## src/rtl/inv_shift_rows.sv

```systemverilog
// AES InvShiftRows byte permutation for the decrypt datapath.
// Row r of the 4x4 state (byte k: row k%4, col k/4, MSB-first packing) is
// rotated right by r bytes. OUT_REG=1 registers the result (1-cycle latency);
// OUT_REG=0 gives a purely combinational path.
// Optional macro ISR_FWD_MODE_EN adds a 'fwd' input selecting forward ShiftRows.
module inv_shift_rows #(
  parameter int OUT_REG = 1
) (
  input  logic         clk,
  input  logic         rst,
  input  logic         in_valid,
`ifdef ISR_FWD_MODE_EN
  input  logic         fwd,
`endif
  input  logic [127:0] isr_in,
  output logic         out_valid,
  output logic [127:0] isr_out
);

  // Row rotation: inv=1 -> out[r][c] = in[r][(c-r)%4]; inv=0 -> in[r][(c+r)%4].
  function automatic logic [127:0] shift_rows(input logic [127:0] s, input logic inv);
    logic [127:0] o;
    int src_c;
    o = '0;
    for (int c = 0; c < 4; c++) begin
      for (int r = 0; r < 4; r++) begin
        src_c = inv ? ((c - r + 4) % 4) : ((c + r) % 4);
        o[127 - 8*(4*c + r) -: 8] = s[127 - 8*(4*src_c + r) -: 8];
      end
    end
    return o;
  endfunction

  logic         inv_p0;
  logic [127:0] perm_p0;

`ifdef ISR_FWD_MODE_EN
  assign inv_p0 = ~fwd;
`else
  assign inv_p0 = 1'b1;
`endif

  assign perm_p0 = shift_rows(isr_in, inv_p0);

  // ---- stage p0 -> p1 boundary ----
  generate
    if (OUT_REG != 0) begin : g_reg
      logic         vld_p1_d, vld_p1_q;
      logic [127:0] data_p1_d, data_p1_q;

      // Next-state: capture the permuted state only on valid input, otherwise hold
      // (keeps X on an idle isr_in from ever reaching the register).
      always_comb begin
        vld_p1_d  = in_valid;
        data_p1_d = data_p1_q;
        if (in_valid) begin
          data_p1_d = perm_p0;
        end
      end

      // Output register with asynchronous clear of both valid and data.
      always_ff @(posedge clk or posedge rst) begin
        if (rst) begin
          vld_p1_q  <= 1'b0;
          data_p1_q <= '0;
        end else begin
          vld_p1_q  <= vld_p1_d;
          data_p1_q <= data_p1_d;
        end
      end

      assign out_valid = vld_p1_q;
      assign isr_out   = data_p1_q;
    end else begin : g_comb
      assign out_valid = in_valid;
      assign isr_out   = perm_p0;
    end
  endgenerate

endmodule

```

## config.mk

```make
export PLATFORM = sky130hd
export DESIGN_NAME = inv_shift_rows
export DESIGN_NICKNAME = d
export VERILOG_FILES = /design/src/rtl/inv_shift_rows.sv
export SDC_FILE = /design/constraint.sdc
export NUM_CORES = 1
export LEC_CHECK = 0
export CAP_MARGIN = 20
export CORE_MARGIN = 4
export CORE_UTILIZATION = 25
export DETAILED_ROUTE_END_ITERATION = 12
export GPL_TIMING_DRIVEN = 1
export RECOVER_POWER = 25
export SLEW_MARGIN = 20
export SYNTH_ARGS = -nofsm -noshare
export SYNTH_HDL_FRONTEND = slang
export SYNTH_SLANG_ARGS = --single-unit
```

## constraint.sdc

```tcl
create_clock -name clk -period 4.5 [get_ports clk]
set_input_delay 0.675 -clock clk [delete_from_list [all_inputs] [get_ports clk]]
set_output_delay 0.675 -clock clk [all_outputs]
set_load 0.03 [all_outputs]
```

### Yosys cells after proc, flatten, opt, wreduce, memory -nomap -nowiden

Cells that the tools add are included.

| storage, ports and cells | value |
|---|---|
| bits in registers | 129 |
| input bits | 131 |
| output and inout bits | 129 |
| word-level logic and storage cells | 2 |

### Logic depth before layout (Yosys ltp)

| depth | value |
|---|---|
| depth in word-level cells | 0 |
| gate-level depth with buffers | 3 |
| mapped depth without buffers | 1 |

### Least setup slack after synthesis

OpenSTA, ideal clock, no wires.

| path | value |
|---|---|
| path type | input port to flip-flop |
| from | input in_valid |
| to | register g_reg.data_p1_q[0], in the netlist isr_out[0] |
| library setup time | 0.125 ns |
| arrival time | 1.288 ns |
| required time | 4.375 ns |
| path slack | 3.087 ns |
| stages | 3 |
| path buffers | 2 |
| cell sequence | buf_6 clkbuf_8 mux2_2 |

RTL lines:

| item | line | RTL |
|---|---|---|
| from (decl) | 11 | `input logic in_valid,` |
| to (signal assigned) | 68 | `data_p1_q <= data_p1_d;` |
| to (decl) | 49 | `logic [127:0] data_p1_d, data_p1_q;` |

No word-level cell between the ends.

### Worst setup path in the final report

| path | value |
|---|---|
| from | register g_reg.data_p1_q[41], in the netlist isr_out[41] |
| to | output isr_out[41] |

RTL lines:

| item | line | RTL |
|---|---|---|
| to (decl) | 17 | `output logic [127:0] isr_out` |

No word-level cell between the ends.

==> impl_summary.txt <==
----------------------------------------------------
[Timing]
  Maximum clock rate ... 0.467 GHz
  Final number of hold-violating endpoints ... 0
  Worst relative slew slack ... 43.1%
  Period minus WS final ... 2140 ps
  Final setup violation count ... 0
  Unrepaired setup endpoints after global routing ... false
  Final-report max-slew violation count ... 0
  Final worst-path setup slack ... 2360 ps
  Sum of negative setup slack ... 0 ps
  Least-Margin Pin Slew ... 854 ps
  Final Skew ... 0 ps
  Worst hold slack ... 501 ps
  Fraction of the cycle the final worst path needs ... 47.6%

[CTS]
  Number of instances resized during post-cts repair ... 0
  Clock network latency to the later pin of the worst-skew pair ... 400 ps
  Clock buffers created by TritonCTS ... 17
  Level count of the clock H-tree ... 4
  CTS Root Cell ... clkbuf_16
  CTS Hold Bufs ... 0
  Maximum clock path buffer count ... 2
  Post-CTS Setup Inserts ... 0
  TritonCTS Sinks ... 129
  Clock tree from TritonCTS ... done
  Clock-pin transition on the worst setup and hold timing paths ... 60 ps

[Placement]
  Placer Congestion ... 0.708
  Port buffer count ... 259
  Placed cell area ... 7620 µm²
  Worst Setup Slack post-DPL ... 2130 ps
  Number of placed instances, taps included ... 781
  HPWL after detailed placement ... 9730 µm

[Power and ir drop]
  VDD IR-drop max ... 238 µV
  PwrDens ... 420 nW/µm²
  Leakage ... 0.00333 µW

[Drt]
  Via count ... 3279
  First DRT Iteration DRCs ... 62
  Detailed-router iteration count before antenna repair ... 4
  Antenna Nets Post-Route ... 0
  Total DRC errors in the routed layout ... 0
  Via/cell ratio ... 4.03
  Total wire length ... 13100 µm
  Post-detailed-route wirelength per cell ... 16.1 µm

[Finish]
  Final design area excluding fillers ... 8190 µm²
  Share of post-route cells with drive strength above 1 ... 29.7%
  Most frequent standard cell in the layout excluding fill and tap cells ... clkdlybuf4s50_1
  Fin nets ... 671
  Antenna cell count ... 0
  Post-Layout Cell Count ... 813
  Most used cells in the layout excluding fill and tap cells ... clkdlybuf4s50_1, dfrtp_1, mux2_2
  Post-synthesis to final-layout area growth ... 68.9%

[Min path]
  Tightest Hold Check Type ... flop to flop

[Yosys]
  #FFs+latches synth ... 129
  Gate count after technology mapping ... 272
  Unique masters post-synth ... 5
  Xor and xnor fraction of the mapped netlist area ... 0%
  Seq/Total Area, Yosys ... 66.5%
  Synthesized cell area ... 4850 µm²
  Yosys warning total ... 0
  Adder-Cell Fraction of Synth Area ... 0%
  Area fraction in compound gates after synthesis ... 0%
  Synth Net Count ... 403
  Area share of and/or/nand/nor cells after synthesis ... 0%
  Multiplexer fraction of the synthesized cell area ... 29.7%
  Largest family of logic cells by synthesized area ... multiplexers
  Mean Syn Cell Area ... 17.8 µm²

[Floorplan]
  DIE WIDTH ... 147 µm
  I/O pin count ... 260
  Number of placement rows ... 50
  Initial core utilization ... 25.7%
  Core Area ... 18900 µm²
  Vert. Die Dim ... 147 µm
  Die footprint ... 21700 µm²

[Setup path]
  Worst Path Required ... 3830 ps
  Data arrival time at the worst-slack endpoint ... 1470 ps
  Critical-path maximum fanout ... 2
  Critical path's slowest cell ... clkdlybuf4s50_1
  Crit Path Category ... flop to output port
  Sequence of cells on the critical path ... clkdlybuf4s50_1
  CP delay by family, top ... buffers and inverters
  CP Buf/Inv Count ... 1
  Kind of end point of the critical path ... output port
  Crit path largest cell delay ... 710 ps
  CP startpoint kind ... flop
  Setup slack of the worst register-to-register path ... 3730 ps

[Global routing]
  Vias in the first global route ... 3584
  Overall routing resource usage ... 12.0%
  Largest net degree at the start of global routing ... 67
  Initial antenna violation count ... 0
  Global-route wire length before repair ... 20300 µm
  Grt total ovfl ... 0

[Status]
  Outcome ... completed

[Run]
  Count of max-cap constraint violations ... 0

----------------------------------------------------
## kinds of logic after synthesis
family	count (synthesis)
buffers and inverters	15
flip-flops	129
multiplexers	128
## cell type report
| type | count | area [µm²] |
|---|---|---|
| clock buffer | 21 | 460 |
| clock inverter | 11 | 113 |
| fill | 1753 | 10700 |
| inverter | 1 | 6.26 |
| multi-input combinational | 128 | 1440 |
| sequential | 129 | 3230 |
| tap | 260 | 325 |
| timing repair buffer | 263 | 2620 |
## sequential cells by signal, summed over array words and instances (netlist names)
signal     flops
out_valid      1
isr_out      128
## cells in the mapped netlist
cell type,number,area [µm²]
mux2_2,128,1440
dfrtp_1,129,3230
clkbuf_8,8,110
inv_1,1,3.75
buf_6,6,67.6
## power breakdown
group	leakage [µW]	internal, µW	switching [µW]
combinational	0.00154	391	386
clock	0.000278	838	493
sequential	0.00151	1280	57.4
## routing by layer
metal / up-vias / share of wire [%] / global-route usage [%]
met3: 16 / 9.7 / 5.86
met4: 0 / 1.9 / 4.15
li1: 1502 / - / -
met2: 148 / 51 / 20.4
met5: - / 0 / 0
met1: 1613 / 37 / 13.1
## per-stage QoR
| step | power, µW | utilization [%] |
|---|---|---|
| floorplan | 1750 | - |
| global placement | 2130 | 40.3 |
| detailed placement | 2140 | 40.3 |
| CTS | 3510 | 43.4 |
| global route | 3600 | 43.4 |
| finish | 3440 | 43.4 |
## worst paths after layout
path                             startpoint     endpoint  cells after the start
worst min register to register  isr_out[15]  isr_out[15]                      1
worst min-delay path            isr_out[15]  isr_out[15]                      1
worst max register to register   isr_out[1]   isr_out[1]                      1
min in group asynchronous               rst  isr_out[62]                      2
worst max-delay path            isr_out[41]  isr_out[41]                      1
max in group asynchronous               rst    out_valid                      3
Note: power is estimated with default switching activity, not from simulation.
